<file path="config.mk">
export PLATFORM = sky130hd
export DESIGN_NAME = fetch_unit
export DESIGN_NICKNAME = d
export VERILOG_FILES = /design/src/rtl/fetch_unit.sv
export SDC_FILE = /design/constraint.sdc
export NUM_CORES = 1
export LEC_CHECK = 0
export BUFFER_PORTS_ARGS = -buffer_cell sky130_fd_sc_hd__buf_4
export CAP_MARGIN = 15
export CELL_PAD_IN_SITES_DETAIL_PLACEMENT = 1
export CELL_PAD_IN_SITES_GLOBAL_PLACEMENT = 1
export CORE_ASPECT_RATIO = 1.2
export CORE_MARGIN = 2
export CORE_UTILIZATION = 47
export CTS_BUF_LIST = sky130_fd_sc_hd__clkbuf_2
export CTS_CLUSTER_SIZE = 24
export DETAILED_ROUTE_END_ITERATION = 10
export PLACE_DENSITY_LB_ADDON = 0.12
export SLEW_MARGIN = 20
export SYNTH_ARGS = -nofsm -noshare
export SYNTH_HDL_FRONTEND = slang
export SYNTH_SLANG_ARGS = --single-unit
</file>
<file path="constraint.sdc">
create_clock -name clk -period 8.9 [get_ports clk]
set_clock_uncertainty 0.15 [all_clocks]
set_input_delay 0.445 -clock clk [delete_from_list [all_inputs] [get_ports clk]]
set_output_delay 0.445 -clock clk [all_outputs]
set_load 0.05 [all_outputs]
</file>
<file path="src/rtl/fetch_unit.sv">
// Instruction fetch stage for cpu16: drives the ROM word address from the PC,
// captures the returned word into a small PC-tagged prefetch FIFO, and hands
// the head to decode over a valid/ready handshake. A redirect from execute
// reloads the PC and discards everything buffered.
module fetch_unit #(
  parameter logic [15:0] RESET_PC = 16'h0000,
  parameter int          DEPTH    = 2
) (
  input  logic        clk,
  input  logic        rst,
  output logic [15:0] rom_addr,
  input  logic [15:0] rom_data,
  input  logic        fetch_en,
  input  logic        redirect_valid,
  input  logic [15:0] redirect_pc,
  output logic        instr_valid,
  input  logic        instr_ready,
  output logic [15:0] instr,
  output logic [15:0] instr_pc,
  output logic        busy
);

  localparam int AW = $clog2(DEPTH);
  localparam int CW = AW + 1;

  logic [15:0]   pc_q, pc_d;
  logic [CW-1:0] count_q, count_d;
  logic [AW-1:0] wr_ptr_q, wr_ptr_d;
  logic [AW-1:0] rd_ptr_q, rd_ptr_d;
  // Each entry is {instruction word, PC it was fetched from}.
  logic [31:0]   mem_q [DEPTH];

  logic push;
  logic pop;

  assign rom_addr    = pc_q;
  assign instr_valid = (count_q != '0);
  assign pop         = instr_valid & instr_ready;
  // A full buffer still accepts a word when the head leaves in the same cycle.
  assign push        = fetch_en & ~redirect_valid & ((count_q < CW'(DEPTH)) | pop);
  assign busy        = instr_valid | fetch_en;

  // Head is forced to zero when empty so stale entries never leak out.
  assign instr    = instr_valid ? mem_q[rd_ptr_q][31:16] : 16'h0000;
  assign instr_pc = instr_valid ? mem_q[rd_ptr_q][15:0]  : 16'h0000;

  // Next-state: redirect flushes and reloads the PC, otherwise push/pop update.
  always_comb begin
    pc_d     = pc_q;
    count_d  = count_q;
    wr_ptr_d = wr_ptr_q;
    rd_ptr_d = rd_ptr_q;
    if (redirect_valid) begin
      pc_d     = redirect_pc;
      count_d  = '0;
      wr_ptr_d = '0;
      rd_ptr_d = '0;
    end else begin
      if (push) begin
        pc_d     = pc_q + 16'd1;
        wr_ptr_d = wr_ptr_q + AW'(1);
      end
      if (pop) begin
        rd_ptr_d = rd_ptr_q + AW'(1);
      end
      case ({push, pop})
        2'b10:   count_d = count_q + CW'(1);
        2'b01:   count_d = count_q - CW'(1);
        default: count_d = count_q;
      endcase
    end
  end

  // Control state register; reset wins over redirect, push and pop.
  always_ff @(posedge clk) begin
    if (rst) begin
      pc_q     <= RESET_PC;
      count_q  <= '0;
      wr_ptr_q <= '0;
      rd_ptr_q <= '0;
    end else begin
      pc_q     <= pc_d;
      count_q  <= count_d;
      wr_ptr_q <= wr_ptr_d;
      rd_ptr_q <= rd_ptr_d;
    end
  end

  // Buffer storage; contents are only observable through a valid count.
  always_ff @(posedge clk) begin
    if (!rst && push) begin
      mem_q[wr_ptr_q] <= {rom_data, pc_q};
    end
  end

endmodule

</file>
### Yosys cells after proc, flatten, opt, wreduce, memory -nomap -nowiden

Memory sizes are Yosys's and may differ from the RTL's. A register that Yosys moved wholly into a read port is not among the register bits.
Index checks and enable logic that the tools add are counted.

| cells by class | value |
|---|---|
| $add $sub $neg | 5 |
| order comparisons | 1 |
| equality and inequality tests | 2 |
| mux-type cells | 9 |
| bitwise gates (word level) | 6 |
| reduce and logical (&&, ||, !) cells | 6 |

Operators with widths:

| cell | number |
|---|---|
| $mux W16 | 4 |
| $add A16 B1 Y16 const B | 1 |
| $reduce_bool A2 Y1 | 3 |
| $mux W1 | 4 |
| $pmux W2 S2 | 1 |
| $and A1 B1 Y1 | 3 |
| $add A1 B1 Y1 const B | 2 |
| $add A2 B1 Y2 const B | 1 |
| $eq A2 B1 Y1 const B | 1 |
| $eq A2 B2 Y1 const B | 1 |
| $lt A2 B2 Y1 const B | 1 |
| $or A1 B1 Y1 | 2 |
| $reduce_or A2 Y1 | 1 |
| $sub A2 B1 Y2 const B | 1 |
| $logic_and A1 B1 Y1 | 1 |
| $logic_not A1 Y1 | 1 |
| $not A1 Y1 | 1 |

| storage, ports and cells | value |
|---|---|
| register bits | 20 |
| bits in writable memories | 64 |
| input bits | 37 |
| output and inout bits | 50 |
| word-level logic and storage cells | 34 |
| memories | 1 |

Memories:

| name | words | width | read ports | clocked after Yosys merged registers in | wr ports | RTL line | source |
|---|---|---|---|---|---|---|---|
| mem_q | 2 | 32 | 1 | 1 | 1 | 31 | `logic [31:0] mem_q [DEPTH];` |

### Depth between registers and ports, before layout

| logic depth | value |
|---|---|
| depth in word-level cells | 7 |
| depth in mapped cells | 10 |
| depth with buffers taken out | 8 |

### Worst setup path after synthesis

Ideal clock, no wire load.

| timing | value |
|---|---|
| path kind | input to register |
| start | in instr_ready |
| end | mem mem_q[1][0] (enable) |
| library setup time | 513 ps |
| arrival | 4158 ps |
| data required time | 8237 ps |
| setup slack | 4079 ps |
| stages on the path | 4 |
| path buffers | 1 |
| path through | nand2b_1 -> buf_6 -> nand2_2 -> nor4b_1 |

| on the way | value |
|---|---|
| cells in the longest elaborated chain, start to end | 6 |

Ends and longest elaborated chain:

| what | RTL line | source |
|---|---|---|
| from (decl) | 17 | `input logic instr_ready,` |
| $and A1 B1 Y1 | 38 | `assign pop = instr_valid & instr_ready;` |
| $or A1 B1 Y1 | 40 | `assign push = fetch_en & ~redirect_valid & ((count_q < CW'(DEPTH)) \| pop);` |
| $and A1 B1 Y1 | 40 |  |
| $logic_and A1 B1 Y1 | 91 | `if (!rst && push) begin` |
| $mux W1 | 91 |  |
| $mux W1 (not written as such) | 92 | `mem_q[wr_ptr_q] <= {rom_data, pc_q};` |
| to (decl) | 31 |  |

Every way passes these cells.

==> flow_summary.toml <==
[clocking]
hold_buffers = 21
clk_pin_slew_ns = 0.24
cts-htree-levels = 3
clockBufferDepth = 2
cts_buffers = 9
clkLatencyLatePin_ns = 0.53
cts_sinks = 85
cts_resized = 0
cts_tree = "yes"
root_buffer = "clkbuf_2"
post_cts_buffers = 0

[yosys]
seq_area_frac_synth_pct = 65.1
synth_area_leaders = "edfxtp_1 (53%), dfxtp_1 (12%), mux2i_1 (8.9%), nor2_1 (4.8%), a311oi_1 (1.5%)"
synth_area_leader_cell = "edfxtp_1"
ys_ff_latch = 85
async_reset_ff_share_pct = 0
synth.top_cell.area_share_pct = 53.4
yosys_warnings = 0
synth_nets = 310
synth_edf_count = 64
syn_area_per_cell_sq_um = 13.3
netlist_instances = 271
netlist_area_sq_um = 3600
ys.flop_type = "edfxtp_1"
ys_types = 41

[place]
post-place-ws_ns = 6.49
io_buffers = 86
hpwlAfterDp_mm = 5.42
gp_congestion = 0.802

[pwr]
p_leak_nw = 1.69
ir_drop_mv = 0.0878
power_density_nw_per_um2 = 171

[route]
ant_nets = 0
vias = 2555
wl_mm = 8.39
drt-initial-drc-count = 159
drt_pass1_iterations = 4
avgRoutedWirePerCell_microns = 17.7
drc_errors = 0
via_per_inst = 5.40

[global_route]
grt_max_degree = 34
grt_pass1_vias = 2681
grt_overflow_total = 0
antenna_found_initial = 0
grt_pass1_wl_mm = 13.4
grt_use_total_pct = 20.7

[min_path]
holdPathStages = 3
worstHoldStart = "redirect_pc[0]"
holdPathEnd = "rom_addr[0]$_SDFFE_PP0P_"
hp-class = "primary input to register"

[die]
die_h_microns = 99.8
rows = 34
initial_utilization_pct = 49.1
die-area_sq_um = 8370
core-area_sq_um = 7320
die_x_microns = 83.9
num_io_pins = 87

[sta]
worst_slack_ns = 6.12
finalCritPeriodShare_pct = 31.2
fmax_mhz = 360
drv_slew = 0
setup_tns_ns = 0
relSlewSlack_pct = 33.7
setup_violations = 0
tightest_slew_ns = 0.994
hold_viol_final = 0
finalCriticalPeriod_ns = 2.78
rsz0062_at_grt = "false"

[flow_run]
drv_cap = 0

[layout]
finalNetCount = 417
final_layout_size_suffix_gt1_share_pct = 30.8
diodes = 0
area_growth_pct = 29.5

[critical_path]
path_class = "register to output port"
ff2ff_path_depth = 4
cp_max_fo = 32
end_kind = "output port"
required_ns = 8.31
startpoint_type = "register"
timing.rr.end = "mem_q[1][22]$_DFFE_PP_"
rrSetupSlack_ns = 6.76
arrival_ns = 2.18
regToRegStartpoint = "count_q[1]$_SDFFE_PP0P_"

[outcome]
status = "finished, final reports clean"
[cells in the final DEF, fill, tap and decap left out, drive strengths merged, types with 2 or more instances in the layout]
| cell type | synthesis | routed |
|---|---|---|
| inv | 7 | 9 |
| buf | 6 | 89 |
| a311oi | 6 | 6 |
| o21ai | 2 | 2 |
| clkinv | 1 | 3 |
| nor3 | 5 | 5 |
| or4 | 3 | 3 |
| nand3 | 6 | 6 |
| dlygate4sd3 | 0 | 22 |
| xor2 | 5 | 5 |
| edfxtp | 64 | 64 |
| and3 | 2 | 2 |
| mux2i | 32 | 32 |
| a21oi | 3 | 3 |
| nand2 | 9 | 9 |
| bufinv | 0 | 2 |
| dfxtp | 21 | 21 |
| xnor2 | 6 | 6 |
| a211oi | 6 | 6 |
| nand4 | 4 | 4 |
| o31ai | 4 | 4 |
| and2 | 4 | 4 |
| nor2 | 46 | 46 |
| clkbuf | 9 | 9 |
| nor4 | 4 | 4 |
| o31a | 6 | 6 |
| or3 | 3 | 3 |
| ha | 2 | 2 |
[final cells by class]
type	count	area, sq um
clock inverter	7	97.6
fill	745	2660
multi-input combinational	163	1140
clock buffer	9	45.0
inverter	8	30.0
tap	90	113
timing repair buffer	111	888
sequential	85	2340
[routing by layer]
metal	part of all wire [%]	vias to the layer above	global-route usage, %
met3	4.4	14	4.03
met4	1.6	0	7.82
li1	-	1218	-
met5	0	-	0
met2	51	81	36.2
met1	42	1242	25.6
[registers in the layout, indices dropped and copies added (netlist names), named ones only]
register	flops
count_q	2
mem_q	64
rd_ptr_q	1
rom_addr	16
wr_ptr_q	1
[cell usage after synthesis (6+ instances only)]
cell type,instances
a311oi_1,6
clkbuf_1,7
a211oi_1,6
mux2i_1,32
xnor2_1,6
inv_1,7
edfxtp_1,64
dfxtp_1,21
nor2_1,46
nand2_1,8
[through the flow]
stage	power [W]	instances	utilization [%]	cell area, sq um	hold WS, ns
after floorplan	0.000524	271	-	3600	0.370
after global placement	0.000561	435	58.7	4290	0.385
after detailed placement	0.000565	435	58.7	4290	0.383
after global routing	0.000825	473	63.6	4660	0.00247
final	0.000796	473	63.6	4660	0.0392
after CTS	0.000799	472	63.5	4650	0.00457
[how the worst max path moves through the flow]
stage,start,slack [ns],cells past startpoint,endpoint
after floorplan,instr_ready,4.08,4,mem_q[1][0]$_DFFE_PP_
after global placement,redirect_valid,6.59,7,count_q[1]$_SDFFE_PP0P_
after detailed placement,redirect_valid,6.49,7,count_q[1]$_SDFFE_PP0P_
after CTS,register,6.00,3,instr_pc[10]
after global routing,register,5.92,3,instr_pc[10]
final,register,6.12,3,instr_pc[10]
[logic make-up after synthesis]
family / share of synthesized area [%]
multiplexers: 8.91
AND/OR/NAND/NOR: 12.6
AO/OA/AOI/OAI: 6.37
XOR/XNOR: 2.68
flip-flops: 65.1
adder cells (fa/ha/maj): 0.696
buffers and inverters: 3.58
[power breakdown]
| group | switching (W) | internal, W |
|---|---|---|
| Combinational | 0.0000689 | 0.0000428 |
| Clock | 0.000137 | 0.0000945 |
| Sequential | 0.0000137 | 0.000439 |
| Total | 0.000220 | 0.000576 |
[worst max-delay path, cell delays in order (launching register included)]
cell	delay, ns
dfxtp_2	1.04
mux2i_1	0.20
nor2_1	0.18
buf_4	0.22
Power figures use the tool's default switching activity.
